File: config.mk
export PLATFORM = sky130hd
export DESIGN_NAME = bp_fe_bht_access_scheduler
export DESIGN_NICKNAME = d
export VERILOG_FILES = /design/src/rtl/bp_fe_bht_access_scheduler_pkg.sv /design/src/rtl/bp_fe_bht_access_scheduler_fifo.sv /design/src/rtl/bp_fe_bht_access_scheduler.sv
export SDC_FILE = /design/constraint.sdc
export NUM_CORES = 1
export LEC_CHECK = 0
export BUFFER_PORTS_ARGS = -buffer_cell sky130_fd_sc_hd__buf_4
export CAP_MARGIN = 20
export CELL_PAD_IN_SITES_DETAIL_PLACEMENT = 1
export CELL_PAD_IN_SITES_GLOBAL_PLACEMENT = 1
export CORE_UTILIZATION = 30
export CTS_CLUSTER_SIZE = 28
export DETAILED_ROUTE_END_ITERATION = 7
export GPL_ROUTABILITY_DRIVEN = 0
export PLACE_DENSITY_LB_ADDON = 0.1
export SYNTH_ARGS = -nofsm -noshare
export SYNTH_HDL_FRONTEND = slang
export SYNTH_HIERARCHICAL = 1
export SYNTH_SLANG_ARGS = --single-unit
File: constraint.sdc
create_clock -name clk_i -period 8.1 [get_ports clk_i]
set_input_delay 0.81 -clock clk_i [delete_from_list [all_inputs] [get_ports clk_i]]
set_output_delay 0.81 -clock clk_i [all_outputs]
set_load 0.05 [all_outputs]
File: src/rtl/bp_fe_bht_access_scheduler_pkg.sv
// Shared types and helpers for the BHT access scheduler: FSM states,
// queued update entries, the counter init value and the 2-bit saturating update.
package bp_fe_bht_access_scheduler_pkg;

    // Widest index a queued entry can carry; narrower tables zero-extend.
    localparam int bht_idx_max_width_gp = 16;

    // Weakly-not-taken value written to every counter after reset.
    localparam logic [1:0] bht_counter_init_gp = 2'b01;

    typedef enum logic [1:0] {
        INIT   = 2'b00,
        READY  = 2'b01,
        UPD_RD = 2'b10,
        UPD_WR = 2'b11
    } bht_sched_state_e;

    typedef struct packed {
        logic [bht_idx_max_width_gp-1:0] idx;
        logic                            taken;
    } bht_upd_entry_s;

    // 2-bit saturating counter step toward the resolved direction.
    function automatic logic [1:0] bht_sat_update(input logic [1:0] ctr, input logic taken);
        logic [1:0] res;
        if (taken) begin
            res = (ctr == 2'b11) ? 2'b11 : (ctr + 2'b01);
        end else begin
            res = (ctr == 2'b00) ? 2'b00 : (ctr - 2'b01);
        end
        return res;
    endfunction

endpackage

File: src/rtl/bp_fe_bht_access_scheduler_fifo.sv
// Small register-based FIFO holding pending BHT update entries in arrival order.
// Enqueue is ignored when full; dequeue is ignored when empty.
module bsg_fifo_1r1w_small #(
    parameter int width_p = 17,
    parameter int els_p   = 4
) (
    input  logic               clk_i,
    input  logic               reset_n_i,
    input  logic               v_i,
    input  logic [width_p-1:0] data_i,
    output logic               v_o,
    output logic               full_o,
    output logic [width_p-1:0] data_o,
    input  logic               yumi_i
);

    localparam int ptr_width_lp = (els_p > 1) ? $clog2(els_p) : 1;
    localparam int cnt_width_lp = $clog2(els_p + 1);
    localparam logic [ptr_width_lp-1:0] ptr_last_lp = ptr_width_lp'(els_p - 1);
    localparam logic [cnt_width_lp-1:0] cnt_full_lp = cnt_width_lp'(els_p);

    logic [width_p-1:0]      mem_r [els_p];
    logic [ptr_width_lp-1:0] rptr_r;
    logic [ptr_width_lp-1:0] wptr_r;
    logic [cnt_width_lp-1:0] count_r;
    logic                    enq_s;
    logic                    deq_s;

    assign full_o = (count_r == cnt_full_lp);
    assign v_o    = (count_r != {cnt_width_lp{1'b0}});
    assign enq_s  = v_i & ~full_o;
    assign deq_s  = yumi_i & v_o;
    assign data_o = mem_r[rptr_r];

    // Storage write on enqueue.
    always_ff @(posedge clk_i or negedge reset_n_i) begin
        if (!reset_n_i) begin
            for (int i = 0; i < els_p; i++) begin
                mem_r[i] <= {width_p{1'b0}};
            end
        end else if (enq_s) begin
            mem_r[wptr_r] <= data_i;
        end else begin
            mem_r[wptr_r] <= mem_r[wptr_r];
        end
    end

    // Read/write pointers (wrap at els_p) and occupancy count.
    always_ff @(posedge clk_i or negedge reset_n_i) begin
        if (!reset_n_i) begin
            rptr_r  <= {ptr_width_lp{1'b0}};
            wptr_r  <= {ptr_width_lp{1'b0}};
            count_r <= {cnt_width_lp{1'b0}};
        end else begin
            if (enq_s) begin
                wptr_r <= (wptr_r == ptr_last_lp) ? {ptr_width_lp{1'b0}} : (wptr_r + ptr_width_lp'(1));
            end
            if (deq_s) begin
                rptr_r <= (rptr_r == ptr_last_lp) ? {ptr_width_lp{1'b0}} : (rptr_r + ptr_width_lp'(1));
            end
            case ({enq_s, deq_s})
                2'b10:   count_r <= count_r + cnt_width_lp'(1);
                2'b01:   count_r <= count_r - cnt_width_lp'(1);
                default: count_r <= count_r;
            endcase
        end
    end

endmodule

File: src/rtl/bp_fe_bht_access_scheduler.sv
// Owner of the single-ported BHT SRAM. Sweeps the table to weakly-not-taken
// after reset, then arbitrates each cycle between prediction reads and queued
// counter updates, executing each update as a read followed by a write.
module bp_fe_bht_access_scheduler
    import bp_fe_bht_access_scheduler_pkg::*;
#(
    parameter int bht_idx_width_p = 9,
    parameter int upd_fifo_els_p  = 4,
    parameter int starve_limit_p  = 8
) (
    input  logic                       clk_i,
    input  logic                       reset_n_i,
    input  logic                       read_v_i,
    input  logic [bht_idx_width_p-1:0] read_idx_i,
    output logic                       read_ready_o,
    output logic                       predict_v_o,
    output logic                       predict_o,
    input  logic                       upd_v_i,
    input  logic [bht_idx_width_p-1:0] upd_idx_i,
    input  logic                       upd_taken_i,
    output logic                       upd_ready_o,
    output logic                       mem_v_o,
    output logic                       mem_w_o,
    output logic [bht_idx_width_p-1:0] mem_addr_o,
    output logic [1:0]                 mem_data_o,
    input  logic [1:0]                 mem_data_i,
    output logic                       init_done_o
);

    localparam int starve_width_lp = $clog2(starve_limit_p + 1);
    localparam logic [bht_idx_width_p-1:0] init_last_lp  = {bht_idx_width_p{1'b1}};
    localparam logic [starve_width_lp-1:0] starve_max_lp = starve_width_lp'(starve_limit_p);
    localparam int entry_width_lp = $bits(bht_upd_entry_s);

    bht_sched_state_e             state_r;
    bht_sched_state_e             state_next_s;
    logic [bht_idx_width_p-1:0]   init_ptr_r;
    logic [starve_width_lp-1:0]   starve_r;
    logic                         init_done_r;
    logic                         predict_v_r;

    bht_upd_entry_s               enq_entry_s;
    bht_upd_entry_s               head_entry_s;
    logic [bht_idx_width_p-1:0]   head_idx_s;
    logic                         unused_head_bits_s;
    logic                         fifo_v_s;
    logic                         fifo_full_s;
    logic                         enq_v_s;
    logic                         deq_s;

    logic                         force_upd_s;
    logic                         read_acc_s;
    logic                         upd_issue_s;
    logic                         read_ready_s;
    logic                         mem_v_s;
    logic                         mem_w_s;
    logic [bht_idx_width_p-1:0]   mem_addr_s;
    logic [1:0]                   mem_data_s;

    assign enq_entry_s        = '{idx: bht_idx_max_width_gp'(upd_idx_i), taken: upd_taken_i};
    assign head_idx_s         = head_entry_s.idx[bht_idx_width_p-1:0];
    assign unused_head_bits_s = ^head_entry_s.idx;

    assign upd_ready_o = init_done_r & ~fifo_full_s;
    assign enq_v_s     = upd_v_i & upd_ready_o;

    bsg_fifo_1r1w_small #(
        .width_p (entry_width_lp),
        .els_p   (upd_fifo_els_p)
    ) upd_fifo (
        .clk_i     (clk_i),
        .reset_n_i (reset_n_i),
        .v_i       (enq_v_s),
        .data_i    (enq_entry_s),
        .v_o       (fifo_v_s),
        .full_o    (fifo_full_s),
        .data_o    (head_entry_s),
        .yumi_i    (deq_s)
    );

    // An update must win when the queue is full or reads have starved it long enough.
    assign force_upd_s = (fifo_full_s | (starve_r == starve_max_lp)) & fifo_v_s;

    // Next-state, arbitration and SRAM command generation.
    always_comb begin
        state_next_s = state_r;
        read_ready_s = 1'b0;
        read_acc_s   = 1'b0;
        upd_issue_s  = 1'b0;
        deq_s        = 1'b0;
        mem_v_s      = 1'b0;
        mem_w_s      = 1'b0;
        mem_addr_s   = {bht_idx_width_p{1'b0}};
        mem_data_s   = 2'b00;
        case (state_r)
            INIT: begin
                mem_v_s    = 1'b1;
                mem_w_s    = 1'b1;
                mem_addr_s = init_ptr_r;
                mem_data_s = bht_counter_init_gp;
                if (init_ptr_r == init_last_lp) begin
                    state_next_s = READY;
                end else begin
                    state_next_s = INIT;
                end
            end
            READY: begin
                read_ready_s = ~force_upd_s;
                if (force_upd_s) begin
                    upd_issue_s  = 1'b1;
                    mem_v_s      = 1'b1;
                    mem_addr_s   = head_idx_s;
                    state_next_s = UPD_WR;
                end else if (read_v_i) begin
                    read_acc_s   = 1'b1;
                    mem_v_s      = 1'b1;
                    mem_addr_s   = read_idx_i;
                    state_next_s = READY;
                end else if (fifo_v_s) begin
                    upd_issue_s  = 1'b1;
                    mem_v_s      = 1'b1;
                    mem_addr_s   = head_idx_s;
                    state_next_s = UPD_WR;
                end else begin
                    state_next_s = READY;
                end
            end
            UPD_RD: begin
                // Not entered in normal flow; behaves as an update read issue.
                if (fifo_v_s) begin
                    upd_issue_s  = 1'b1;
                    mem_v_s      = 1'b1;
                    mem_addr_s   = head_idx_s;
                    state_next_s = UPD_WR;
                end else begin
                    state_next_s = READY;
                end
            end
            UPD_WR: begin
                mem_v_s      = 1'b1;
                mem_w_s      = 1'b1;
                mem_addr_s   = head_idx_s;
                mem_data_s   = bht_sat_update(mem_data_i, head_entry_s.taken);
                deq_s        = 1'b1;
                state_next_s = READY;
            end
            default: begin
                state_next_s = INIT;
            end
        endcase
    end

    // FSM state, init sweep pointer and init-done flag.
    always_ff @(posedge clk_i or negedge reset_n_i) begin
        if (!reset_n_i) begin
            state_r     <= INIT;
            init_ptr_r  <= {bht_idx_width_p{1'b0}};
            init_done_r <= 1'b0;
        end else begin
            state_r     <= state_next_s;
            init_done_r <= (state_next_s != INIT);
            if (state_r == INIT) begin
                init_ptr_r <= init_ptr_r + bht_idx_width_p'(1);
            end else begin
                init_ptr_r <= init_ptr_r;
            end
        end
    end

    // Starve counter: counts read wins over a non-empty queue, cleared by any update read.
    always_ff @(posedge clk_i or negedge reset_n_i) begin
        if (!reset_n_i) begin
            starve_r <= {starve_width_lp{1'b0}};
        end else if (upd_issue_s) begin
            starve_r <= {starve_width_lp{1'b0}};
        end else if (read_acc_s && fifo_v_s && (starve_r != starve_max_lp)) begin
            starve_r <= starve_r + starve_width_lp'(1);
        end else begin
            starve_r <= starve_r;
        end
    end

    // Prediction is valid the cycle after an accepted read, when SRAM data returns.
    always_ff @(posedge clk_i or negedge reset_n_i) begin
        if (!reset_n_i) begin
            predict_v_r <= 1'b0;
        end else begin
            predict_v_r <= read_acc_s;
        end
    end

    // SRAM enables are held low while reset is asserted, regardless of state.
    assign mem_v_o      = mem_v_s & reset_n_i;
    assign mem_w_o      = mem_w_s & reset_n_i;
    assign mem_addr_o   = mem_addr_s;
    assign mem_data_o   = mem_data_s;
    assign read_ready_o = read_ready_s;
    assign predict_v_o  = predict_v_r;
    assign predict_o    = predict_v_r & mem_data_i[1];
    assign init_done_o  = init_done_r;

endmodule

After elaboration in Yosys (flattened, before gate mapping)
Cells that the tools add are included.
{ "op_classes": {"n_addsub": 8, "order_cmp": 3, "eq_ne": 12, "muxes": 42, "n_bitwise": 13, "reduce_logical": 10} }
{ "op_table": {"columns": ["op", "n"], "rows": [
  ["bitwise mux 68 bit", 2],
  ["binary-select mux 17 bit (select 2 bit)", 2],
  ["two-way mux 68 bit", 1],
  ["two-way mux 17 bit", 3],
  ["one-hot mux 9 bit (4 select lines)", 1],
  ["demux 17 bit (select 2 bit)", 1],
  ["two-way mux 9 bit", 3],
  ["two-way mux 10 bit", 2],
  ["two-way mux 2 bit", 8],
  ["== test 2 bit, second input constant", 6],
  ["two-way mux 1 bit", 12],
  ["adder 9 x 1 -> 9 bit, second input constant", 1],
  ["== test 9 bit, second input constant", 1],
  ["AND 1 bit", 8],
  ["two-way mux 4 bit", 2],
  ["one-hot mux 2 bit (4 select lines)", 1],
  ["adder 2 x 1 -> 2 bit, second input constant", 3],
  [">= comparator 3 bit, second input constant", 2],
  ["inverter 2 -> 3 bit", 2],
  ["one-hot mux 3 bit (2 select lines)", 1],
  ["nonzero test 2 bit", 3],
  ["adder 4 x 1 -> 4 bit, second input constant", 1],
  ["== test 2 x 1 -> 1 bit, second input constant", 2],
  ["== test 4 bit, second input constant", 1],
  ["other kinds (15)", 19]
]} }
{ "totals": {"regBits": 92, "input_bits": 25, "output_inout_bits": 18, "word_cells": 100} }

Logic depth before layout (Yosys ltp)
Gate-level depths: netlist of run 1.
{ "logic_depth": {"word_depth": 9, "depth_mapped": 14, "mapped_depth_nobuf": 11} }

Cells and area by module
Netlist of run 1, hierarchy kept.
{ "modules_own_cells": {"columns": ["module", "instances", "cells_per_inst", "area_each_um2", "seq_area_each_um2"], "rows": [
  ["bsg_fifo_1r1w_small", 1, 339, 3940.0, 1876.8],
  ["bp_fe_bht_access_scheduler", 1, 112, 1131.1, 425.4]
]} }

Worst setup path after synthesis of run 1
Ideal clock, no wire load.
{ "synth_timing": {"path_type": "register -> register", "from": "register upd_fifo.count_r[2]", "to": "register upd_fifo.count_r[2]", "setup_time_ns": 0.125, "arrival_time_ns": 2.830, "required_ns": 7.975, "setup_slack_ns": 5.144, "path_stages_with_launch": 15, "n_path_buf": 3, "period_less_slack_ns": 2.956, "cell_sequence": "dfrtp_1 or3b_1 buf_6 clkinv_8 buf_12 nor2b_1 and2_1 buf_6 nand2_1 ha_1 inv_1 fa_1 xor2_1 nor2_1 xor2_1"} }
{ "synth_between": {"elab_chain_cells": 7, "word_cells_on_any_way": 13, "cone_classes": "add/sub: 2; eq/ne: 3; mux: 1; bitwise: 5; reduce/logical: 2"} }
{ "synth_rtl": {"columns": ["item", "line_no", "text"], "rows": [
  ["from (decl)", "bp_fe_bht_access_scheduler_fifo.sv:25", "logic [cnt_width_lp-1:0] count_r;"],
  ["from (signal assigned)", "bp_fe_bht_access_scheduler_fifo.sv:53", "count_r <= {cnt_width_lp{1'b0}};"],
  ["from (signal assigned)", "bp_fe_bht_access_scheduler_fifo.sv:62", "2'b10: count_r <= count_r + cnt_width_lp'(1);"],
  ["from (signal assigned)", "bp_fe_bht_access_scheduler_fifo.sv:63", "2'b01: count_r <= count_r - cnt_width_lp'(1);"],
  ["== test 3 bit (*)", "bp_fe_bht_access_scheduler_fifo.sv:29", "assign full_o = (count_r == cnt_full_lp);"],
  ["net fifo_full_s", "bp_fe_bht_access_scheduler.sv:47", "logic fifo_full_s;"],
  ["inverter 1 bit (*)", "bp_fe_bht_access_scheduler.sv:64", "assign upd_ready_o = init_done_r & ~fifo_full_s;"],
  ["AND 1 bit (*)", "bp_fe_bht_access_scheduler.sv:64", null],
  ["net upd_ready_o", "bp_fe_bht_access_scheduler.sv:21", "output logic upd_ready_o,"],
  ["AND 1 bit (*)", "bp_fe_bht_access_scheduler.sv:65", "assign enq_v_s = upd_v_i & upd_ready_o;"],
  ["net enq_v_s", "bp_fe_bht_access_scheduler.sv:48", "logic enq_v_s;"],
  ["AND 1 bit (*)", "bp_fe_bht_access_scheduler_fifo.sv:31", "assign enq_s = v_i & ~full_o;"],
  ["== test 2 x 1 -> 1 bit or == test 2 bit (tied branches)", "bp_fe_bht_access_scheduler_fifo.sv:61", "case ({enq_s, deq_s})"],
  ["one-hot mux 3 bit (2 select lines) or nonzero test 2 bit (tied branches)", null, null]
]} }
Mark *: on every way through the listed nets, which the timed path passes. The rest lies on a longest branch.
A chain may end at the register's enable or synchronous reset.

Final worst setup path of run 1
{ "layout_timing": {"from": "register upd_fifo.count_r[2]", "to": "output port mem_addr_o[3]"} }
{ "layout_between": {"elab_chain_cells": 5, "word_cells_on_any_way": 8, "cone_classes": "eq/ne: 1; mux: 4; bitwise: 2; reduce/logical: 1"} }
{ "layout_rtl": {"columns": ["item", "line_no", "text"], "rows": [
  ["== test 3 bit", "bp_fe_bht_access_scheduler_fifo.sv:29", null],
  ["net fifo_full_s", "bp_fe_bht_access_scheduler.sv:47", null],
  ["bitwise OR 1 bit", "bp_fe_bht_access_scheduler.sv:82", "assign force_upd_s = (fifo_full_s | (starve_r == starve_max_lp)) & fifo_v_s;"],
  ["AND 1 bit", "bp_fe_bht_access_scheduler.sv:82", null],
  ["two-way mux 9 bit", "bp_fe_bht_access_scheduler.sv:109", "if (force_upd_s) begin"],
  ["one-hot mux 9 bit (4 select lines)", "bp_fe_bht_access_scheduler.sv:95", "case (state_r)"],
  ["to (decl)", "bp_fe_bht_access_scheduler.sv:24", "output logic [bht_idx_width_p-1:0] mem_addr_o,"]
]} }
The timed path passes the listed nets, and every way through them passes these cells.

==> results of run 1 <==
==> flip-flops by register name, summed over array words and instances (netlist names) <==
signal,flops
init_done_o,1
init_ptr_r,9
predict_v_o,1
starve_r,4
state_r,2
upd_fifo/count_r,3
upd_fifo/mem_r,40
upd_fifo/rptr_r,2
upd_fifo/wptr_r,2
==> cells in the final DEF, fill, tap and decap left out, types with 2 or more instances in the layout <==
cell	n
nand3_1	14
clkbuf_16	9
and4b_1	2
o21ai_2	7
mux2i_1	2
o21ai_1	2
dfrtp_1	64
clkbuf_8	4
a221o_1	9
a21oi_1	2
nand2_1	10
mux4_2	20
and3_1	2
a31oi_1	40
mux2_2	6
xnor2_1	6
nand2b_1	3
o21ai_0	3
inv_1	12
nor2_1	51
ha_1	14
buf_4	42
and2_1	12
maj3_1	2
xor2_1	6
nor2b_1	2
==> worst max path at each step <==
stage	start	end	cells after the start
finish	upd_fifo/count_r[2]	mem_addr_o[3]	6
CTS	upd_fifo/count_r[2]	mem_addr_o[3]	6
global placement	upd_fifo/count_r[2]	upd_fifo/mem_r[0]	7
global route	upd_fifo/count_r[2]	mem_addr_o[8]	6
floorplan	upd_fifo/count_r[2]	upd_fifo/count_r[2]	14
detailed placement	upd_fifo/count_r[2]	upd_fifo/mem_r[52]	7
==> power breakdown <==
part	switching, mW	internal, mW	leakage (nW)
Sequential	0.156	0.456	0.727
Clock	0.139	0.271	0.159
Combinational	0.634	0.458	0.945
Total	0.929	1.19	1.83
==> final cells by class <==
type | count | area (sq um) | area share (%)
inverters | 13 | 61.3 | 1.41
multi-input cells | 228 | 1860 | 42.8
repair buffers | 42 | 315 | 7.27
clock inverters | 2 | 35.0 | 0.808
well taps | 147 | 184 | 4.24
clock buffers | 14 | 284 | 6.55
flip-flops and latches | 64 | 1600 | 36.9
==> through the flow <==
step	total power, mW	std cells	hold slack (ns)
finish	2.11	510	0.469
global route	2.27	510	0.483
CTS	2.15	510	0.476
detailed placement	1.73	494	0.464
global placement	1.71	494	0.462
floorplan	1.45	338	0.446
==> worst reg2reg max path, cell delays in order (launching register included) <==
cell and delay (ns):
dfrtp_1 0.38, or3b_1 0.60, clkinv_8 0.23, nor2b_1 0.19, and2_1 0.50, inv_1 0.41
o21ai_0 0.53, a31oi_1 0.16
==> metal layers <==
layer | vias up | GRT usage (%) | routed length [um]
met4 | 0 | 6.05 | 150
met2 | 51 | 25.9 | 4410
met5 | - | 0 | 0
li1 | 1259 | - | -
met3 | 10 | 3.91 | 391
met1 | 1317 | 22.5 | 4640
==> flow_metrics.tcl, run 1 <==
set metrics [dict create \
    num_rows 40 \
    final_antenna_net_count 0 \
    reg2reg_depth 7 \
    crit_chain "or3b_1, clkinv_8, nor4b_4, o31ai_4, a221o_1, buf_4" \
    worstReg2RegEnd "upd_fifo/mem_r[60]" \
    nets 398 \
    powerDensity_nw_per_um2 487 \
    antenna_found_initial 0 \
    cp_slowest_cell "or3b_1" \
    peakVddDrop_mv 0.167 \
    synthCells 338 \
    setup_ws_ns 4.56 \
    cts_tree "yes" \
    coreArea_sq_um 12000 \
    drt-initial-drc-count 76 \
    die_w_um 113 \
    htreeDepth 3 \
    utilization_pct 36.1 \
    drive_gt1_share_pct 25.9 \
    worstSetupEndpointType "primary output" \
    start_util_pct 30.7 \
    min-delay-path-class "reg -> reg" \
    final_cell_area_sq_um 4340 \
    syn_area_per_cell_sq_um 10.9 \
    io_pins 43 \
    required_ns 7.29 \
    final.setup.tns_ns 0 \
    cts_hold_buf 0 \
    dieArea_sq_um 12800 \
    clk_latency_ns 0.34 \
    drc 0 \
    start_kind "flip-flop" \
    port_buffers 42 \
    critPathArrivalTime_ns 2.73 \
    crit_buf_inv 2 \
    rsz0062_at_grt "false" \
    drt-total-wl_mm 9.59 \
    holdPathStages 1 \
    routedWlPerCell_um 18.8 \
    crit_path_max_incr_delay_ns 0.60 \
    num_vias 2637 \
    fillers 1331 \
    clock_skew_ns 0.00403 \
    p_leak_nw 1.83 \
    numCtsBuffers 9 \
    clockRootBuffer "clkbuf_16" \
    place_area_sq_um 4020 \
    grt_pass1_wl_mm 15.6 \
    hpwl_mm 6.51 \
    clock_path_buffers 2 \
    grt_overflow 0 \
    worst_pin_slew_ns 0.890 \
    ff2ff_setup_slack_ns 4.93 \
    syn_area_sq_um 3690 \
    track_usage_pct 16.6 \
    finalHoldViolCount 0 \
    cts-resized-gates 0 \
    fp.dieH_um 113 \
    setup_violations 0 \
    grt_max_degree 67 \
    dp_slack_ns 4.82 \
    first_global_vias 2771 \
    r2r-start "upd_fifo/count_r[2]" \
    worstPathMaxFanout 14 \
    worstSetupPathType "reg -> out" \
    syn_to_final_growth_pct 17.4 \
    drtPass1Iterations 4 \
    slew_viol_final 0 \
    status "finished clean" \
    yosysWarningCount 6 \
    fmax_mhz 283 \
    cts_setup_buffers 0 \
    critical_path.top_delay_family "simple AND/OR/NAND/NOR gates" \
    syn_nets 378 \
    period_share_pct 43.7 \
    clkSinkCount 64 \
    path_clk_slew_ns 0.05 \
    num_antenna_cells 0 \
    holdPathEnd "upd_fifo/count_r[2]" \
    drv_cap 0 \
    period_needed_ns 3.54 \
    hold_start "upd_fifo/count_r[2]" \
    avgViaCountPerCell 5.17 \
    maxSlewHeadroom_pct 40.6 \
]
No activity file was read; power rests on OpenSTA's default activity.
==> run 2: changes to the inputs <==
==> constraint.sdc (replaced) <==
create_clock -name clk_i -period 3.5 [get_ports clk_i]
set_input_delay 0.35 -clock clk_i [delete_from_list [all_inputs] [get_ports clk_i]]
set_output_delay 0.35 -clock clk_i [all_outputs]
set_load 0.05 [all_outputs]
==> flow_metrics.tcl, run 2 (synthesized netlist as in run 1, its figures left out) <==
set metrics [dict create \
    status "finished clean" \
    critPathArrivalTime_ns 2.41 \
    syn_to_final_growth_pct 18.8 \
    avgViaCountPerCell 5.22 \
    powerDensity_nw_per_um2 1120 \
    io_pins 43 \
    drt-total-wl_mm 9.83 \
    clockPowerShare_pct 18.4 \
    final.setup.tns_ns 0 \
    rsz0062_at_grt "false" \
    num_vias 2704 \
    drv_cap 0 \
    clock_skew_ns 0.0106 \
    num_antenna_cells 0 \
    maxSlewHeadroom_pct 43.4 \
    start_kind "flip-flop" \
    worstPathMaxFanout 14 \
    final_antenna_net_count 0 \
    fp.dieH_um 113 \
    worst_pin_slew_ns 0.849 \
    grt_pass1_wl_mm 15.8 \
    worstSetupPathType "reg -> out" \
    final_common_cell "dfrtp_1" \
    setup_violations 0 \
    drt-initial-drc-count 136 \
    htreeDepth 3 \
    crit_chain "or3b_1, clkinv_8, o21ai_1, and4b_1, a221o_1, buf_4" \
    drive_gt1_share_pct 27.2 \
    largestRegisters "upd_fifo/mem_r x40, init_ptr_r x9, starve_r x4" \
    drtPass1Iterations 4 \
    clock_path_buffers 2 \
    min-delay-path-class "in -> reg" \
    start_util_pct 30.7 \
    track_usage_pct 17.0 \
    p_sw_share_pct 44.6 \
    switchingPower_mw 2.20 \
    hpwl_mm 7.13 \
    routedWlPerCell_um 19.0 \
    clockRootBuffer "clkbuf_16" \
    crit_buf_inv 2 \
    die_w_um 113 \
    slew_viol_final 0 \
    p_leak_nw 1.86 \
    grt_max_degree 43 \
    period_share_pct 78.9 \
    peakVddDrop_mv 0.243 \
    port_buffers 42 \
    fillers 1323 \
    cts_tree "yes" \
    grt_overflow 0 \
    period_needed_ns 2.76 \
    numCtsBuffers 9 \
    clkSinkCount 64 \
    dieArea_sq_um 12800 \
    nets 406 \
    antenna_found_initial 0 \
    critical_path.top_delay_family "simple AND/OR/NAND/NOR gates" \
    p_int_mw 2.73 \
    sequentialPowerShare_pct 28.0 \
    cp_slowest_cell "or3b_1" \
    clk_latency_ns 0.34 \
    utilization_pct 36.5 \
    drc 0 \
    coreArea_sq_um 12000 \
    path_clk_slew_ns 0.05 \
    power_mw 4.93 \
    regMostFlops "upd_fifo/mem_r" \
    largest_register_ffs 40 \
    finalHoldViolCount 0 \
    final_cell_mix "dfrtp_1, nor2_1, buf_4, a31oi_1, mux4_2" \
    first_global_vias 2846 \
    worstSetupEndpointType "primary output" \
    fmax_mhz 362 \
    num_rows 40 \
    comb_power_share_pct 53.6 \
    required_ns 3.15 \
    crit_path_max_incr_delay_ns 0.48 \
]
==> run 2: metal layers <==
metal  up-vias  GRT usage [%]  part of all wire [%]
met5         -              0                     0
met4         0           6.84                   1.7
met3        10           3.80                   3.6
met2        55           25.8                    45
met1      1364           23.6                    50
li1       1275              -                     -
==> run 2: what timing repair did <==
item	4_1_cts	5_1_grt
setup buffers	0	0
resized for setup	0	0
hold buffers	1	0
endpoints found under the hold margin	22	0
setup endpoints to repair	0	0
==> run 2: power groups by stage <==
| stage | clock (mW) | combinational [mW] | sequential, mW |
|---|---|---|---|
| after global placement | 0 | 2.63 | 1.38 |
| after floorplan | 0 | 2.12 | 1.24 |
| after detailed placement | 0 | 2.66 | 1.40 |
| after CTS | 0.931 | 2.67 | 1.39 |
| final | 0.906 | 2.64 | 1.38 |
| after global routing | 0.966 | 2.86 | 1.44 |
==> run 2: cell type report <==
type / instances / area [sq um] / area share, %
flip-flops and latches: 64 / 1600 / 36.5
clock buffers: 15 / 298 / 6.79
well taps: 147 / 184 / 4.19
clock inverters: 1 / 7.51 / 0.171
repair buffers: 50 / 378 / 8.61
multi-input cells: 228 / 1860 / 42.3
inverters: 13 / 61.3 / 1.40
==> run 2: path summary, 6_finish.rpt <==
| check | from | endpoint | slack, ns | cells past startpoint |
|---|---|---|---|---|
| max | upd_fifo/count_r[0] | mem_addr_o[3] | 0.74 | 6 |
| min | read_v_i | predict_v_o | 0.30 | 2 |
| max reg2reg | upd_fifo/count_r[0] | upd_fifo/count_r[2] | 0.93 | 11 |
| min reg2reg | init_ptr_r[2] | init_ptr_r[2] | 0.49 | 1 |
| max in group asynchronous | reset_n_i | upd_fifo/mem_r[6] | 2.15 | 3 |
| min in group asynchronous | reset_n_i | predict_v_o | 0.46 | 2 |
==> run 2: per-stage QoR <==
stage               cells  hold WS [ns]  instance area (sq um)  setup slack, ns
floorplan             338        0.0544                   3690            0.613
global placement      501         0.273                   4070             1.04
detailed placement    501         0.276                   4070            0.930
CTS                   518         0.284                   4390            0.712
global route          518         0.311                   4390            0.612
finish                518         0.302                   4390            0.740
